[src/rtl/dae_decoder_sched.sv]
// dae_decoder_sched
// Time-multiplexed sequencer for the DAE decoder stage. A single shared
// multiply / shift / bias / saturate / ReLU unit evaluates one neuron per
// cycle: two hidden neurons (H0, H1), then four output neurons (O0..O3).
// Coefficients live in a 12-entry bank written through the cfg port.
//
// Ports:
//   clk, rst            clock, synchronous active-high reset
//   in_valid/in_ready   feature pair handshake (ready only in IDLE)
//   feature0/feature1   signed 8-bit encoder features
//   cfg_we/addr/data    coefficient write port (accepted only in IDLE)
//   cfg_ready           high in IDLE; writes while low are dropped
//   out_valid/out_ready reconstruction handshake (valid in DONE)
//   output0..output3    signed 8-bit denoised samples
//   busy                high in any state other than IDLE
module dae_decoder_sched #(
    parameter int FRAC     = 4,
    parameter bit RELU_OUT = 1'b1
) (
    input  logic              clk,
    input  logic              rst,
    input  logic              in_valid,
    output logic              in_ready,
    input  logic signed [7:0] feature0,
    input  logic signed [7:0] feature1,
    input  logic              cfg_we,
    input  logic        [3:0] cfg_addr,
    input  logic signed [7:0] cfg_data,
    output logic              cfg_ready,
    output logic              out_valid,
    input  logic              out_ready,
    output logic signed [7:0] output0,
    output logic signed [7:0] output1,
    output logic signed [7:0] output2,
    output logic signed [7:0] output3,
    output logic              busy
);

    typedef enum logic [2:0] {
        IDLE, H0, H1, O0, O1, O2, O3, DONE
    } state_t;

    state_t state_q, state_d;

    // Bank map: 0..1 w3, 2..3 b3, 4..7 w4, 8..11 b4.
    logic signed [7:0] coef_q [0:11];
    logic signed [7:0] f0_q, f1_q, h0_q, h1_q;
    logic signed [7:0] out_q [0:3];

    // ---------------- state register ----------------
    always_ff @(posedge clk) begin
        if (rst) state_q <= IDLE;
        else     state_q <= state_d;
    end

    // ---------------- next-state logic ----------------
    always_comb begin
        state_d = state_q;
        case (state_q)
            IDLE:    if (in_valid) state_d = H0;
            H0:      state_d = H1;
            H1:      state_d = O0;
            O0:      state_d = O1;
            O1:      state_d = O2;
            O2:      state_d = O3;
            O3:      state_d = DONE;
            DONE:    if (out_ready) state_d = IDLE;
            default: state_d = IDLE;
        endcase
    end

    // ---------------- output logic ----------------
    always_comb begin
        in_ready  = (state_q == IDLE);
        cfg_ready = (state_q == IDLE);
        busy      = (state_q != IDLE);
        out_valid = (state_q == DONE);
    end

    // ---------------- shared neuron unit ----------------
    logic signed [7:0]  nx, nw, nb;
    logic               nrelu;
    logic signed [15:0] prod, prod_sh;
    logic signed [16:0] sum;
    logic signed [7:0]  sat, neuron;

    always_comb begin
        nx    = '0;
        nw    = '0;
        nb    = '0;
        nrelu = 1'b1;
        case (state_q)
            H0: begin nx = f0_q; nw = coef_q[0]; nb = coef_q[2];  end
            H1: begin nx = f1_q; nw = coef_q[1]; nb = coef_q[3];  end
            O0: begin nx = h0_q; nw = coef_q[4]; nb = coef_q[8];  nrelu = RELU_OUT; end
            O1: begin nx = h0_q; nw = coef_q[5]; nb = coef_q[9];  nrelu = RELU_OUT; end
            O2: begin nx = h1_q; nw = coef_q[6]; nb = coef_q[10]; nrelu = RELU_OUT; end
            O3: begin nx = h1_q; nw = coef_q[7]; nb = coef_q[11]; nrelu = RELU_OUT; end
            default: ;
        endcase
    end

    always_comb begin
        prod    = nx * nw;
        prod_sh = prod >>> FRAC;
        // 17 bits holds any shifted product plus bias without wrap.
        sum     = {prod_sh[15], prod_sh} + {{9{nb[7]}}, nb};
        if (sum > 17'sd127)       sat = 8'sd127;
        else if (sum < -17'sd128) sat = -8'sd128;
        else                      sat = sum[7:0];
        neuron  = (nrelu && sat[7]) ? 8'sd0 : sat;
    end

    // ---------------- datapath registers ----------------
    always_ff @(posedge clk) begin
        if (rst) begin
            for (int i = 0; i < 12; i++) coef_q[i] <= '0;
            for (int i = 0; i < 4; i++)  out_q[i]  <= '0;
            f0_q <= '0;
            f1_q <= '0;
            h0_q <= '0;
            h1_q <= '0;
        end else begin
            // A write in the accepting IDLE cycle lands before H0 reads it.
            if (cfg_we && state_q == IDLE && cfg_addr < 4'd12)
                coef_q[cfg_addr] <= cfg_data;
            if (state_q == IDLE && in_valid) begin
                f0_q <= feature0;
                f1_q <= feature1;
            end
            case (state_q)
                H0: h0_q     <= neuron;
                H1: h1_q     <= neuron;
                O0: out_q[0] <= neuron;
                O1: out_q[1] <= neuron;
                O2: out_q[2] <= neuron;
                O3: out_q[3] <= neuron;
                default: ;
            endcase
        end
    end

    assign output0 = out_q[0];
    assign output1 = out_q[1];
    assign output2 = out_q[2];
    assign output3 = out_q[3];

endmodule

[config.mk]
export PLATFORM = sky130hd
export DESIGN_NAME = dae_decoder_sched
export DESIGN_NICKNAME = d
export VERILOG_FILES = /design/src/rtl/dae_decoder_sched.sv
export SDC_FILE = /design/constraint.sdc
export NUM_CORES = 1
export LEC_CHECK = 0
export ABC_AREA = 1
export BUFFER_PORTS_ARGS = -buffer_cell sky130_fd_sc_hd__buf_4
export CORE_UTILIZATION = 50
export CTS_BUF_LIST = sky130_fd_sc_hd__clkbuf_4
export CTS_CLUSTER_SIZE = 24
export DETAILED_ROUTE_END_ITERATION = 8
export GPL_TIMING_DRIVEN = 0
export PLACE_DENSITY = 0.71
export SYNTH_ARGS = -nofsm -noshare
export SYNTH_HDL_FRONTEND = slang
export SYNTH_SLANG_ARGS = --single-unit
[constraint.sdc]
create_clock -name clk -period 5.8 [get_ports clk]
set_input_delay 1.16 -clock clk [delete_from_list [all_inputs] [get_ports clk]]
set_output_delay 1.16 -clock clk [all_outputs]
set_load 0.02 [all_outputs]
# == Yosys cells after proc, flatten, opt, wreduce, memory -nomap -nowiden ==
# Memories as Yosys holds them, arrays and structs flattened.
# Index checks and enable logic that the tools add are counted.
# op_classes
addsub,1
n_mul,1
order_cmp,3
n_eq_ne,9
muxes,33
bitwise,4
n_reduce_logical,9
# ops
op,n
$pmux W8 S6,2
$mux W7,5
$pmux W8 S4,1
$mux W8,3
$pmux W3 S8,1
$mux W1,18
$mul A8 B8 Y16,1
$add A12 B8 Y13,1
$gt A13 B8 Y1 const B,1
$lt A13 B8 Y1 const B,1
$eq A3 B3 Y1 const B,4
$reduce_or A8 Y1,1
$eq A3 B2 Y1 const B,2
$mux W3,2
$lt A4 B4 Y1 const B,1
$mux W4,1
$or A1 B1 Y1,4
$reduce_or A2 Y1,2
$eq A3 B1 Y1 const B,1
$logic_and A1 B1 Y1,3
$logic_not A3 Y1,1
$reduce_bool A3 Y1,1
$ne A2 B1 Y1 const B,1
$ne A2 B2 Y1 const B,1
$reduce_and A2 Y1,1
# totals
reg_bits,35
ramBits,124
input_bits,33
out_inout_bits,36
n_memories,2
# mem_list
memory,depth,width,read_ports,rd_ports_with_merged_regs,write_ports,line,rtl
coef_q,12,8,12,0,12,46,logic signed [7:0] coef_q [0:11];
out_q,4,7,4,0,4,48,logic signed [7:0] out_q [0:3];

# == Longest topological paths before layout ==
# Gate-level depths: netlist of the first run.
# depth
depth_word,10
mapped_depth,41
ltp_nobuf,39

# == Least setup slack after synthesis of the first run ==
# OpenSTA, ideal clock, no wires.
# synth_path
path_kind,register to register
start,register state_q[0]
end,"memory out_q[0][0] (netlist name), data pin"
arrival_ps,6218
t_required_ps,5652
path_slack_ps,-566
path_stages_with_launch,35
path_buffers,1
cell_sequence,dfxtp_1 nor2_1 nand2_1 inv_1 a22o_1 nor3_2 nor2_1 fa_1 inv_1 fa_1 inv_1 fa_1 inv_1 fa_1 inv_1 ha_1 nand2_1 nor2_1 nand3_1 nand3_1 nand2_1 nand2_1 nand2_1 nand2_1 nand3_1 nand2_1 inv_1 ha_1 inv_1 nor3_1 nand2_1 a31oi_2 nand2_2 buf_6 a21oi_1
# synth_rtl
element,line,rtl
from (decl),43,"state_t state_q, state_d;"
from (signal assigned),53,else state_q <= state_d;
to (decl),48,

==> results of run 1 <==
flip-flops by register name, indices dropped and copies added, names as in the netlist:
name	count
coef_q	96
h0_q	7
f0_q	8
f1_q	8
out_q	28
state_q	3
h1_q	7
layout make-up:
type / count / area share (%)
Tap cell: 265 / 2.64
Antenna cell: 1 / 0.0199
Clock inverter: 15 / 1.21
Inverter: 189 / 6.01
Clock buffer: 17 / 1.02
Timing Repair Buffer: 122 / 8.64
Sequential cell: 157 / 35.0
Multi-Input combinational cell: 681 / 43.6
Buffer: 34 / 1.83
repair_timing:
| action | in CTS | in global routing |
|---|---|---|
| setup buffers | 41 | 16 |
| endpoints found under the hold margin | 0 | 0 |
| pin swaps | 74 | 34 |
| endpoints found under the setup margin | 42 | 42 |
| gates resized for setup | 90 | 51 |
| gates cloned | 1 | 2 |
routing by layer:
metal,wire (µm),part of all wire [%],vias to the layer above
met4,357,1.4,0
met1,10700,43,3845
met2,12500,51,200
li1,-,-,3742
met5,0,0,-
met3,1140,4.6,24
synth_stat cells, drive strengths merged, types with 11 or more instances:
cell type / number / share of area [%]
inv: 188 / 7.1
nor2: 176 / 6.7
nand2: 159 / 6.2
edfxtp: 124 / 38
a21oi: 62 / 3.1
fa: 56 / 11
nand3: 40 / 2.2
ha: 39 / 4.9
dfxtp: 33 / 6.7
a22o: 21 / 1.9
clkbuf: 20 / 0.76
o21ai: 19 / 0.96
buf: 15 / 1.3
a221oi: 12 / 1.8
o21a: 12 / 0.91
nor3: 11 / 1.0
xnor2: 11 / 0.97
power breakdown:
| part | total, mW | switching [mW] | internal, mW |
|---|---|---|---|
| Sequential | 1.32 | 0.0372 | 1.28 |
| Clock | 0.645 | 0.452 | 0.193 |
| Combinational | 1.51 | 0.873 | 0.641 |
metrics by stage:
step / hold WS (ps) / setup WS (ps) / cell area (µm²)
after global placement: 441 / -983 / 11200
after CTS: 464 / -585 / 12200
final: 468 / -631 / 12500
after global routing: 483 / -910 / 12500
after detailed placement: 446 / -1040 / 11200
after floorplan: 430 / -115 / 10400
cells by family (layout without fill, tap and decap cells):
logic type / after synthesis / in the layout / synth area share (%)
simple gates: 408 / 408 / 17.6
buf+inv: 224 / 377 / 9.19
flops: 157 / 157 / 44.2
compound gates: 154 / 154 / 11.0
fa+ha+maj: 95 / 95 / 16.2
xor+xnor: 20 / 20 / 1.77
other cells: 1 / 5 / 0.0378
critical path, delay by kind of cell (launching register included):
kind,cells,cell delay [ps]
fa+ha+maj,6,2670
buf+inv,7,740
xor+xnor,1,120
compound gates,6,1050
flops,1,450
simple gates,12,1250
how the worst max path moves through the flow:
stage                                     end  depth (start not counted)                    start
global placement    out_q[0][0]$_SDFFCE_PN0P_                         32  state_q[1]$_SDFFE_PP0P_
CTS                 out_q[3][0]$_SDFFCE_PN0P_                         35  state_q[2]$_SDFFE_PP0P_
detailed placement  out_q[0][0]$_SDFFCE_PN0P_                         29  state_q[1]$_SDFFE_PP0P_
global route        out_q[1][0]$_SDFFCE_PN0P_                         35  state_q[1]$_SDFFE_PP0P_
finish              out_q[1][0]$_SDFFCE_PN0P_                         32  state_q[0]$_SDFFE_PP0P_
floorplan           out_q[0][2]$_SDFFCE_PN0P_                         35  state_q[2]$_SDFFE_PP0P_
==> flow_summary.toml, run 1 <==
[run_status]
run_status = "finished with violations"
violations = "setup timing"

[sta]
setup_ws_ps = -631
slew_headroom_pct = 52.9
tightestPinTransition_ps = 707
skew_ps = 30.0
max_freq_mhz = 155
fin_crit_ps = 6430
setup_violations = 42
rsz0062_at_grt = "yes"
setup_tns_ps = -24900
drv_slew = 0
hold_violations = 0
finalCritPeriodShare_pct = 111

[layout]
area_growth_pct = 26.6
final_cell_count_no_fill = 1481
multiInputGateArea_um2 = 5470
fin_nets = 1330
final_core_util_pct = 64.5
fillers = 1510
mostFrequentLayoutCell = "inv_1"
drive_gt1_share_pct = 29.5
layout_common_cells = "inv_1 (164), nor2_1 (153), nand2_1 (130), edfxtp_1 (124), buf_4 (111)"
register_area_um2 = 4400

[pwr]
p_per_area_nw_per_um2 = 277
total_power_mw = 3.48
irDropWorstVdd_uv = 214
leakagePower_nw = 5.46

[grt]
grt_pass1_wl_um = 38400
gr-usage-met1_pct = 32.7
antenna_found_initial = 1
grt_util_met2_pct = 43.9
busiest_layer = "met2"
grt_overflow = 0
grt_util_met3_pct = 3.52
grt_max_degree = 18
grtUsageTotal_pct = 25.0
first_global_vias = 7597

[worst_setup_path]
critPathRequiredTime_ps = 6230
crit_arrival_ps = 6860
reg2reg_depth = 32
timing.rr.end = "out_q[1][0]$_SDFFCE_PN0P_"
ff2ff_setup_slack_ps = -630
critPathMaxStageDelay_ps = 570
start_kind = "register"
critPathKind = "register to register"
r2r-start = "state_q[0]$_SDFFE_PP0P_"
setup.worst_path.end_class = "register"
cp_max_fo = 8
critPathSlowestCell = "fa_1"

[route]
post_drt_via_cell_ratio = 5.27
drt-wirelength-per-cell_um = 16.7
drc = 0
drtAntennaViolNets = 0
routed_wl_um = 24700
drt-pass1-iter-count = 6
dr.first_iter.drc_count = 498
num_vias = 7811

[synthesis]
synth_ff_type = "edfxtp_1"
ys_seq_area_share_pct = 44.2
ys_warn_count = 0
ys_seq_elements = 157
synth_area_um2 = 9920
avgSynthCellArea_um2 = 9.36
synth_edf_count = 124
async_flop_share_pct = 0
synth.distinct_cells = 47
synthCells = 1059

[floorplan]
ioPinCount = 69
core_area_um2 = 19500
row_count = 51
start_util_pct = 50.9
die_width_um = 143
dieArea_um2 = 20400
fp.dieH_um = 143

[place]
dp_hpwl_um = 17800
gp_congestion = 0.867
portBuffers = 63
dp_cells = 1390

[cts]
clock_sinks = 157
clkSlewWorstSetupHoldPaths_ps = 150
root_buffer = "clkbuf_4"
clk_latency_ps = 570
cts_buffer_depth = 2
htreeDepth = 4
cts_tree = "yes"
hold_buffers = 0
cts_buffers = 17

[min_path]
holdCritStartpoint = "f1_q[0]$_SDFFE_PP0P_"
min_to = "f1_q[0]$_SDFFE_PP0P_"
hold_path_depth = 2
worst_hold_path_type = "register to register"

[job]
drv_cap = 0
(Power assumes the default switching activity.)
==> inputs of run 2 (changes only) <==
--- a/config.mk
+++ b/config.mk
@@ -7,12 +7,11 @@
 export LEC_CHECK = 0
 export ABC_AREA = 1
 export BUFFER_PORTS_ARGS = -buffer_cell sky130_fd_sc_hd__buf_4
-export CORE_UTILIZATION = 50
+export CORE_UTILIZATION = 30
 export CTS_BUF_LIST = sky130_fd_sc_hd__clkbuf_4
 export CTS_CLUSTER_SIZE = 24
 export DETAILED_ROUTE_END_ITERATION = 8
 export GPL_TIMING_DRIVEN = 0
-export PLACE_DENSITY = 0.71
 export SYNTH_ARGS = -nofsm -noshare
 export SYNTH_HDL_FRONTEND = slang
 export SYNTH_SLANG_ARGS = --single-unit
==> flow_summary.toml, run 2 (synthesis results as in run 1) <==
[cts]
clkSlewWorstSetupHoldPaths_ps = 150
clock_sinks = 157
cts_buffer_depth = 2
clk_latency_ps = 570
cts_buffers = 17
htreeDepth = 4
root_buffer = "clkbuf_4"
cts_tree = "yes"

[sta]
skew_ps = 25.5
finalCritPeriodShare_pct = 111
max_freq_mhz = 155
drv_slew = 0
setup_ws_ps = -665
tightestPinTransition_ps = 707
slew_headroom_pct = 52.9
fin_crit_ps = 6460
setup_violations = 42
hold_violations = 0
rsz0062_at_grt = "yes"

[layout]
mostFrequentLayoutCell = "inv_1"
regMostFlops = "coef_q"
drive_gt1_share_pct = 31.5
final_cell_count_no_fill = 1669
fin_nets = 1341
layout_common_cells = "inv_1 (158), nor2_1 (153), nand2_1 (127), buf_4 (125), edfxtp_1 (124)"
fillers = 3200
finalInstanceArea_um2 = 13000
largest_reg_flops = 96
area_growth_pct = 30.9
reg.largest.list = "coef_q (96), out_q (28)"

[grt]
antenna_found_initial = 2
grt_max_degree = 17
grtUsageTotal_pct = 15.9
grt_pass1_wl_um = 41700
grt_overflow = 0
first_global_vias = 7944

[worst_setup_path]
critPathMaxStageDelay_ps = 550
cp_max_fo = 10
crit_arrival_ps = 6780
critPathKind = "register to register"
crit_path_frequent_cell = "fa_1"
critPathRequiredTime_ps = 6110
setup.worst_path.end_class = "register"
start_kind = "register"
critPathSlowestCell = "fa_1"

[place]
dp_cells = 1567
gp_congestion = 0.823
placed_area_um2 = 11400
dp_hpwl_um = 18900
portBuffers = 63

[route]
drt-wirelength-per-cell_um = 15.4
drtAntennaViolNets = 0
drc = 0
num_vias = 7728
post_drt_via_cell_ratio = 4.63
drt-pass1-iter-count = 5
routed_wl_um = 25700
dr.first_iter.drc_count = 426

[pwr]
leakagePower_nw = 5.54
irDropWorstVdd_uv = 154
p_per_area_nw_per_um2 = 268

[floorplan]
ioPinCount = 69
dieArea_um2 = 33800
start_util_pct = 30.5
core_area_um2 = 32500
row_count = 66
die_width_um = 184
fp.dieH_um = 184

[min_path]
worst_hold_path_type = "register to register"

[run_status]
violations = "setup timing"
run_status = "finished with violations"

[job]
drv_cap = 0
-- run 2: cell count changes in the layout (fill, tap and decap cells not counted), moves of 3 or more --
| cell | change |
|---|---|
| a21oi_4 | +3 |
| buf_4 | +14 |
| nand2_1 | -3 |
| nand2_2 | -3 |
| a21oi_2 | -4 |
| inv_1 | -6 |
| nor2_4 | +4 |
| ha_1 | -3 |
| a22o_4 | +5 |
| a22o_1 | -5 |
| nand2_4 | +5 |
| inv_2 | +6 |
| nor2_2 | -4 |
-- run 2: timing repair --
| item | in CTS | in global routing |
|---|---|---|
| gates cloned | 3 | 0 |
| hold buffers | 0 | 0 |
| gates resized for setup | 131 | 44 |
| setup buffers | 54 | 14 |
| setup endpoints to repair | 42 | 42 |
| pin swaps | 84 | 86 |
-- run 2: layout make-up --
| class | count | area (µm²) | share of cell area, % |
|---|---|---|---|
| timing repair buffer | 131 | 1090 | 8.43 |
| tap | 442 | 553 | 4.26 |
| antenna | 1 | 2.50 | 0.0193 |
| sequential | 157 | 4400 | 33.9 |
| buffer | 35 | 245 | 1.89 |
| multi-input combinational | 682 | 5670 | 43.7 |
| clock inverter | 15 | 131 | 1.01 |
| clock buffer | 17 | 128 | 0.984 |
| inverter | 189 | 759 | 5.85 |
-- run 2: per-layer routing --
layer	GRT usage (%)	routed length, µm	share of wire (%)	vias to the layer above
met5	0	12	0.047	-
met1	20.1	11400	44	3799
li1	-	-	-	3758
met2	28.0	13000	51	150
met4	5.00	314	1.2	2
met3	2.16	931	3.6	19
-- run 2: worst paths after layout --
check | start | end | slack [ps] | depth (start not counted)
setup / recovery | state_q[1]$_SDFFE_PP0P_ | out_q[3][6]$_SDFFCE_PN0P_ | -660 | 31
hold / removal | f1_q[6]$_SDFFE_PP0P_ | f1_q[6]$_SDFFE_PP0P_ | 470 | 2
setup reg to reg | state_q[1]$_SDFFE_PP0P_ | out_q[3][6]$_SDFFCE_PN0P_ | -660 | 31
hold reg to reg | f1_q[6]$_SDFFE_PP0P_ | f1_q[6]$_SDFFE_PP0P_ | 470 | 2
-- run 2: worst max-delay path, delay by kind of cell (launching register included) --
family | cells | cell delay (ps)
adder cells (fa/ha/maj) | 6 | 2630
AND/OR/NAND/NOR | 13 | 1740
AO/OA/AOI/OAI | 5 | 730
buffers and inverters | 6 | 520
flip-flops | 1 | 400
XOR/XNOR | 1 | 160
-- run 2: metrics by stage --
stage	worst slack [ps]	hold WS (ps)	TNS, ps	power [mW]	util [%]
after global routing	-1010	486	-41210	3.67	39.9
after floorplan	-115	430	-3480	2.15	-
after detailed placement	-1130	446	-45030	2.43	35.1
after CTS	-604	465	-23170	3.44	39.0
final	-665	469	-26630	3.48	39.9
after global placement	-1030	441	-41030	2.42	35.1
-- run 2: where the power goes --
group / internal (mW) / switching (mW) / leakage, nW
logic: 0.640 / 0.894 / 3.85
clock network: 0.185 / 0.444 / 0.135
registers: 1.28 / 0.0376 / 1.56
==> inputs of run 3 (changes only) <==
--- a/config.mk
+++ b/config.mk
@@ -12,6 +12,7 @@
 export CTS_CLUSTER_SIZE = 24
 export DETAILED_ROUTE_END_ITERATION = 8
 export GPL_TIMING_DRIVEN = 0
+export REMOVE_ABC_BUFFERS = 1
 export SYNTH_ARGS = -nofsm -noshare
 export SYNTH_HDL_FRONTEND = slang
 export SYNTH_SLANG_ARGS = --single-unit
==> flow_summary.toml, run 3 (synthesis results as in run 1) <==
[run_status]
run_status = "finished with violations"
violations = "setup timing"

[sta]
tightestPinTransition_ps = 840
drv_slew = 0
fin_crit_ps = 6430
setup_violations = 42
whs_ps = 483
rsz0062_at_grt = "yes"
finalCritPeriodShare_pct = 111
max_freq_mhz = 156
setup_ws_ps = -628
hold_violations = 0
skew_ps = 35.2
setup_tns_ps = -25150
slew_headroom_pct = 43.9

[min_path]
min_to = "f0_q[3]$_SDFFE_PP0P_"
worst_hold_path_type = "register to register"
hold_path_depth = 2
holdCritStartpoint = "f0_q[3]$_SDFFE_PP0P_"

[cts]
cts_buffer_depth = 2
htreeDepth = 4
clock_sinks = 157
clk_latency_ps = 590
clkSlewWorstSetupHoldPaths_ps = 150
cts_tree = "yes"
root_buffer = "clkbuf_4"
cts_buffers = 17

[grt]
grt_max_degree = 46
antenna_found_initial = 0
grt_overflow = 0
grtUsageTotal_pct = 16.0
grt_pass1_wl_um = 41800
first_global_vias = 7958

[route]
drtAntennaViolNets = 0
dr.first_iter.drc_count = 360
routed_wl_um = 26300
drc = 0
drt-wirelength-per-cell_um = 15.8
num_vias = 7782
post_drt_via_cell_ratio = 4.69
drt-pass1-iter-count = 5

[layout]
layout_common_cells = "inv_1 (164), nor2_1 (156), edfxtp_1 (124), buf_4 (123), nand2_1 (122)"
mostFrequentLayoutCell = "inv_1"
fin_nets = 1333
fillers = 3144
largest_reg_flops = 96
reg.largest.list = "coef_q (96), out_q (28)"
regMostFlops = "coef_q"
drive_gt1_share_pct = 32.8
antenna_cells = 0
multiInputGateArea_um2 = 5820
area_growth_pct = 33.5
final_cell_count_no_fill = 1660
register_area_um2 = 4400

[worst_setup_path]
crit_path_frequent_cell = "nor2_4"
timing.rr.end = "out_q[2][3]$_SDFFCE_PN0P_"
critPathMaxStageDelay_ps = 590
ff2ff_setup_slack_ps = -630
cp_max_fo = 8
reg2reg_depth = 35
critPathKind = "register to register"
r2r-start = "state_q[1]$_SDFFE_PP0P_"
critPathRequiredTime_ps = 6140
crit_arrival_ps = 6770
setup.worst_path.end_class = "register"
critPathSlowestCell = "fa_2"
start_kind = "register"

[floorplan]
core_area_um2 = 32500
fp.dieH_um = 184
ioPinCount = 69
start_util_pct = 30.5
row_count = 66
dieArea_um2 = 33800
die_width_um = 184

[pwr]
irDropWorstVdd_uv = 170
p_per_area_nw_per_um2 = 286
leakagePower_nw = 5.63

[job]
drv_cap = 0

[place]
gp_congestion = 0.814
dp_cells = 1533
dp_hpwl_um = 17000
portBuffers = 64
run 3: cell type report:
class	instances	share of cell area (%)
well taps	442	4.18
clock inverters	15	1.67
flip-flops and latches	157	33.2
multi-input cells	688	43.9
repair buffers	150	10.2
inverters	189	5.77
clock buffers	17	0.964
repair inverters	2	0.132
run 3: timing repair:
action                     in CTS  in global routing
setup endpoints to repair      42                 42
setup buffers                  72                 13
pin swaps                     105                 58
gates resized for setup       214                 59
cloned                          9                  1
hold buffers                    0                  0
run 3: critical path: cells and delay by family, from the launching register on:
family / cells / cell delay (ps)
XOR/XNOR: 1 / 140
AND/OR/NAND/NOR: 15 / 1640
buffers and inverters: 10 / 890
AO/OA/AOI/OAI: 3 / 420
adder cells (fa/ha/maj): 6 / 2650
flip-flops: 1 / 430
run 3: worst max path at each step:
stage | end | depth (start not counted) | slack (ps) | from
floorplan | out_q[0][0]$_SDFFCE_PN0P_ | 33 | -1040 | state_q[2]$_SDFFE_PP0P_
global placement | out_q[0][3]$_SDFFCE_PN0P_ | 33 | -2370 | state_q[0]$_SDFFE_PP0P_
detailed placement | out_q[2][1]$_SDFFCE_PN0P_ | 33 | -2380 | state_q[2]$_SDFFE_PP0P_
CTS | out_q[2][6]$_SDFFCE_PN0P_ | 35 | -500 | state_q[1]$_SDFFE_PP0P_
global route | h1_q[3]$_SDFFE_PP0N_ | 37 | -940 | state_q[1]$_SDFFE_PP0P_
finish | out_q[2][3]$_SDFFCE_PN0P_ | 35 | -630 | state_q[1]$_SDFFE_PP0P_
run 3: report_power, final:
group | switching [mW] | leakage, nW | internal, mW
sequential | 0.0377 | 1.56 | 1.28
combinational | 1.01 | 3.89 | 0.648
clock | 0.447 | 0.187 | 0.359
run 3: per-layer routing:
layer / global-route usage, % / vias to the layer above / routed length (µm)
li1: - / 3751 / -
met1: 19.5 / 3815 / 10900
met4: 5.53 / 0 / 681
met2: 28.5 / 166 / 13800
met3: 2.38 / 50 / 874
met5: 0 / - / 0
run 3: stage by stage:
stage / setup slack (ps) / cell area, µm² / power, mW / util, %
6_report: -628 / 13200 / 3.78 / 40.7
5_1_grt: -937 / 13200 / 3.96 / 40.7
3_5_place_dp: -2380 / 10800 / 2.19 / 33.1
3_3_place_gp: -2370 / 10800 / 2.18 / 33.1
4_1_cts: -496 / 12900 / 3.64 / 39.7
2_1_floorplan: -1040 / 9730 / 1.94 / -
